`config.mk`:
```
export PLATFORM = sky130hd
export DESIGN_NAME = lap_recorder
export DESIGN_NICKNAME = d
export VERILOG_FILES = /design/src/rtl/stopwatch_pkg.sv /design/src/rtl/lap_ring_buf.sv /design/src/rtl/lap_recorder.sv
export SDC_FILE = /design/constraint.sdc
export NUM_CORES = 1
export LEC_CHECK = 0
export CAP_MARGIN = 20
export CORE_UTILIZATION = 52
export CTS_CLUSTER_SIZE = 8
export DETAILED_ROUTE_END_ITERATION = 12
export PLACE_DENSITY = 0.74
export SYNTH_ARGS = -nofsm -noshare
export SYNTH_HDL_FRONTEND = slang
export SYNTH_SLANG_ARGS = --single-unit
```
`constraint.sdc`:
```
create_clock -name s_clk -period 7.9 [get_ports s_clk]
set_input_delay 1.185 -clock s_clk [delete_from_list [all_inputs] [get_ports s_clk]]
set_output_delay 1.185 -clock s_clk [all_outputs]
set_load 0.02 [all_outputs]
```
`src/rtl/stopwatch_pkg.sv`:
```
// Types and constants shared by the stopwatch display path.
package stopwatch_pkg;

  typedef struct packed {
    logic [3:0] min10;
    logic [3:0] min1;
    logic [3:0] sec10;
    logic [3:0] sec1;
  } bcd_time_t;

  typedef enum logic {
    LIVE   = 1'b0,
    RECALL = 1'b1
  } lap_state_t;

  localparam int LAP_DEPTH_DEFAULT = 4;

endpackage

```
`src/rtl/lap_ring_buf.sv`:
```
// Lap storage: DEPTH x bcd_time_t register file, one write port, asynchronous read.
module lap_ring_buf
  import stopwatch_pkg::*;
#(
  parameter int DEPTH = LAP_DEPTH_DEFAULT,
  parameter int PTR_W = $clog2(DEPTH)
) (
  input  logic             s_clk,
  input  logic             we,
  input  logic [PTR_W-1:0] waddr,
  input  bcd_time_t        wdata,
  input  logic [PTR_W-1:0] raddr,
  output bcd_time_t        rdata
);

  bcd_time_t r_mem [DEPTH];

  // Contents are never reset; lap_count alone decides which slots are valid.
  always_ff @(posedge s_clk) begin
    if (we) begin
      r_mem[waddr] <= wdata;
    end
  end

  assign rdata = r_mem[raddr];

endmodule

```
`src/rtl/lap_recorder.sv`:
```
// Lap/split capture: snapshots live BCD time into a ring and shows live time or a recalled lap.
module lap_recorder
  import stopwatch_pkg::*;
#(
  parameter int DEPTH = LAP_DEPTH_DEFAULT,
  parameter int PTR_W = $clog2(DEPTH)
) (
  input  logic             s_clk,
  input  logic             rst_deb,
  input  logic [3:0]       live_min10,
  input  logic [3:0]       live_min1,
  input  logic [3:0]       live_sec10,
  input  logic [3:0]       live_sec1,
  input  logic             lap_pulse,
  input  logic             recall_pulse,
  input  logic             clr_pulse,
  output logic [3:0]       disp_min10,
  output logic [3:0]       disp_min1,
  output logic [3:0]       disp_sec10,
  output logic [3:0]       disp_sec1,
  output logic [PTR_W:0]   lap_num,
  output logic [PTR_W:0]   lap_count,
  output logic             full,
  output logic             recall_active
);

  localparam logic [PTR_W:0] L_DEPTH = (PTR_W + 1)'(DEPTH);
  localparam logic [PTR_W:0] L_ONE   = (PTR_W + 1)'(1);

  lap_state_t       r_state, w_state_next;
  logic [PTR_W-1:0] r_wr_ptr, w_wr_ptr_next;
  logic [PTR_W-1:0] r_rd_idx, w_rd_idx_next;
  logic [PTR_W:0]   r_count, w_count_next;
  logic [PTR_W:0]   r_lap_num, w_lap_num_next;
  logic             r_full;
  logic             w_we;
  logic [PTR_W-1:0] w_raddr;
  bcd_time_t        w_live, w_ring_rdata, w_rdata, w_disp_next, r_disp;

  assign w_live = bcd_time_t'({live_min10, live_min1, live_sec10, live_sec1});

  lap_ring_buf #(
    .DEPTH (DEPTH),
    .PTR_W (PTR_W)
  ) u_ring (
    .s_clk (s_clk),
    .we    (w_we),
    .waddr (r_wr_ptr),
    .wdata (w_live),
    .raddr (w_raddr),
    .rdata (w_ring_rdata)
  );

  always_comb begin
    w_state_next  = r_state;
    w_wr_ptr_next = r_wr_ptr;
    w_rd_idx_next = r_rd_idx;
    w_count_next  = r_count;
    w_we          = 1'b0;
    unique case (r_state)
      LIVE: begin
        if (clr_pulse) begin
          w_wr_ptr_next = '0;
          w_count_next  = '0;
        end else begin
          if (lap_pulse) begin
            w_we          = 1'b1;
            w_wr_ptr_next = r_wr_ptr + 1'b1;
            if (r_count != L_DEPTH) begin
              w_count_next = r_count + L_ONE;
            end
          end
          // Recall sees the post-capture count, so lap+recall on an empty ring still enters.
          if (recall_pulse && (w_count_next != '0)) begin
            w_state_next  = RECALL;
            w_rd_idx_next = '0;
          end
        end
      end
      RECALL: begin
        if (recall_pulse) begin
          if ({1'b0, r_rd_idx} == (r_count - L_ONE)) begin
            w_state_next  = LIVE;
            w_rd_idx_next = '0;
          end else begin
            w_rd_idx_next = r_rd_idx + 1'b1;
          end
        end
      end
      default: w_state_next = LIVE;
    endcase
  end

  // Read address uses next-cycle pointers so the recalled entry is shown on the same edge;
  // the bypass covers the slot being written on that same edge.
  always_comb begin
    w_raddr        = w_wr_ptr_next - w_count_next[PTR_W-1:0] + w_rd_idx_next;
    w_rdata        = (w_we && (w_raddr == r_wr_ptr)) ? w_live : w_ring_rdata;
    w_disp_next    = w_live;
    w_lap_num_next = '0;
    if (w_state_next == RECALL) begin
      w_disp_next    = w_rdata;
      w_lap_num_next = {1'b0, w_rd_idx_next} + L_ONE;
    end
  end

  always_ff @(posedge s_clk or posedge rst_deb) begin
    if (rst_deb) begin
      r_state   <= LIVE;
      r_wr_ptr  <= '0;
      r_rd_idx  <= '0;
      r_count   <= '0;
      r_full    <= 1'b0;
      r_lap_num <= '0;
      r_disp    <= '0;
    end else begin
      r_state   <= w_state_next;
      r_wr_ptr  <= w_wr_ptr_next;
      r_rd_idx  <= w_rd_idx_next;
      r_count   <= w_count_next;
      r_full    <= (w_count_next == L_DEPTH);
      r_lap_num <= w_lap_num_next;
      r_disp    <= w_disp_next;
    end
  end

  assign disp_min10    = r_disp.min10;
  assign disp_min1     = r_disp.min1;
  assign disp_sec10    = r_disp.sec10;
  assign disp_sec1     = r_disp.sec1;
  assign lap_num       = r_lap_num;
  assign lap_count     = r_count;
  assign full          = r_full;
  assign recall_active = (r_state == RECALL);

endmodule

```
==> flow_summary.ini <==
[outcome]
outcome = finished, final reports clean

[floorplanning]
rows = 32
num_io_pins = 45
dieWidth_um = 91.9
initial_core_util_pct = 54.1
die_area_mm2 = 0.00845
fp.dieH_um = 91.9
core_area_mm2 = 0.00777

[hold_path]
hold_class = flop to flop

[sta]
skew_ns = 0.0101
hold_ws_ns = 0.680
tns_ns = 0
drv_slew = 0
finalSetupViolations = 0
max_slew.worst_pin.slew_ns = 0.995
rsz0062_at_grt = false
post-route-period-util_pct = 66.1
fmax_ghz = 0.191
slew_headroom_pct = 33.7
hold_viol = 0
finalCriticalPeriod_ns = 5.22

[synth]
yosysMostFrequentCell = edfxtp_1
synth-seq-cells = 92
async_flop_share_pct = 30.4
netlist_instances = 310
synth.avg_cell_area_um2 = 13.6
synth-main-ff-cell = edfxtp_1
synthDistinctLibCells = 43
syn-cell-area_mm2 = 0.00420
synth_top_cells_by_count = edfxtp_1 (64), mux2i_1 (49), nor2_1 (43)
synth_top_area_cell = edfxtp_1
synth_top_area_share_pct = 45.7
synth_edf_count = 64
ys_seq_area_share_pct = 62.4
yosys_warnings = 0
synth_fp_nets = 341
ys_top_cells_by_area = edfxtp_1 (46%), dfrtp_1 (17%), mux2i_1 (12%)

[cells_and_area]
n_antenna_cell = 0
fillers = 585
synthToLayoutAreaGrowth_pct = 17.4
post-route-util_pct = 63.5
layout.nets = 388
drive_above_1_share_pct = 10.2

[critical_path]
crit_path_cell_trace = clkdlybuf4s50_1 -> a21boi_1 -> xnor2_1 -> o31ai_2 -> a21oi_1 -> nor2_1 -> nor2_1 -> inv_1 -> ha_1 -> inv_1 -> ha_1 -> xor2_1 -> a21oi_1 -> a32oi_2 -> xnor2_2 -> xnor2_4 -> mux2_4 -> o22ai_1
endpoint_kind = flop
crit_fanout = 17
crit_required_ns = 8.17
start_kind = input pin
critical_path_class = input pin to flop
crit_arrival_ns = 5.49
worst_path_largest_cell_delay_ns = 0.68
critPathSlowestCell = xnor2_4

[clock_tree]
cts_hold_buf = 0
cts_tree = built
clk_latency_ns = 0.36
cts.path.max_buffers = 2
cts_max_level = 3
cts_resized = 0
cts.clk_slew.worst_paths_ns = 0.09
post_cts_buffers = 0
clock_sinks = 92
cts_buffers = 9
cts_root_buf = clkbuf_8

[power]
power.leakage_nw = 2.01
ir_drop_mv = 0.231
power_density_mw_per_mm2 = 497

[detailed_routing]
drt-total-wl_mm = 7.99
first_pass_iters = 5
route.met3.wl_um = 209
wl_met2_mm = 4.10
drtAntennaViolNets = 0
drt_iter0_drc = 64
routed.top_layer = met4
drt-met1-wl_mm = 3.60
avgRoutedWirePerCell_um = 17.2
vias_per_cell = 5.22
via_count = 2423
drc_errors = 0

[global_routing]
grt_max_degree = 34
antenna_found_initial = 0
grt_overflow = 0
grt_usage_pct = 20.3
grt_pass1_wl_mm = 12.7
grt_pass1_vias = 2491

[placed_design]
hpwlAfterDp_mm = 5.00
gp_congestion = 0.791
io_buffers = 44

[run]
cap_violations = 0
[where the power goes]
part	leakage [nW]	total (mW)	internal, mW	switching [mW]
Sequential	0.922	0.673	0.615	0.0588
Clock	0.0901	0.311	0.148	0.163
Combinational	0.994	1.47	0.679	0.787
[final timing paths]
check	start	end	slack [ns]	cells after the start
min	lap_count[2]	lap_count[2]	0.68	2
max reg2reg	lap_count[0]	disp_sec10[0]	3.34	18
max in group asynchronous	rst_deb	disp_sec10[0]	6.41	3
min in group asynchronous	rst_deb	disp_min1[0]	1.20	3
max	lap_pulse	disp_sec10[0]	2.68	18
min reg2reg	lap_count[2]	lap_count[2]	0.68	2
[through the flow]
stage	setup WS, ns	cell area (µm²)	cells	total power, mW
4_1_cts	2.69	4930	464	2.47
2_1_floorplan	3.66	4200	310	1.87
5_1_grt	2.47	4930	464	2.59
3_5_place_dp	2.35	4740	448	2.16
3_3_place_gp	2.51	4740	448	2.11
6_report	2.68	4930	464	2.45
[critical path: cells and delay by family]
| family | cells | cell delay (ns) |
|---|---|---|
| AOI/OAI and AO/OA | 6 | 1.13 |
| xor gates and xnor gates | 4 | 1.22 |
| adders and majority gates | 2 | 0.43 |
| buffers and inverters | 3 | 0.80 |
| muxes | 1 | 0.47 |
| and+or+nand+nor | 2 | 0.24 |
[kinds of logic (layout without fill, tap and decap cells)]
logic type | after synthesis | in the layout | share of synthesized area (%)
DFF | 92 | 92 | 62.4
and+or+nand+nor | 71 | 71 | 7.86
AOI/OAI and AO/OA | 36 | 36 | 7.71
adders and majority gates | 10 | 10 | 2.98
muxes | 50 | 50 | 12.0
xor gates and xnor gates | 10 | 10 | 2.71
buffers and inverters | 41 | 93 | 4.35
[per-layer routing]
layer,vias up,track usage (%)
li1,1195,-
met2,38,35.0
met3,8,3.90
met1,1182,26.1
met5,-,0
met4,0,6.25
[state kept, by name, indices dropped and copies added, names as in the netlist]
register,flops
u_ring.r_mem,64
disp_min10,4
disp_min1,4
disp_sec10,4
disp_sec1,4
lap_count,3
lap_num,3
r_rd_idx,2
r_wr_ptr,2
full,1
recall_active,1
[placed cells by master, fill, tap and decap left out, types with 7 or more instances in the layout]
cell / n
inv_1: 28
mux2i_1: 49
nand2_1: 11
clkbuf_8: 9
o22ai_1: 7
edfxtp_1: 64
o22ai_2: 10
nor2_1: 43
dfrtp_1: 28
ha_1: 10
clkdlybuf4s50_1: 44
[area by class of cell]
| class | count | area, µm² | area share (%) |
|---|---|---|---|
| clock buffers | 11 | 131 | 2.66 |
| clock inverters | 5 | 62.6 | 1.27 |
| inverters | 28 | 105 | 2.13 |
| multi-input cells | 177 | 1410 | 28.5 |
| flip-flops and latches | 92 | 2620 | 53.2 |
| well taps | 102 | 128 | 2.59 |
| repair buffers | 49 | 478 | 9.69 |
(Power assumes the default switching activity.)
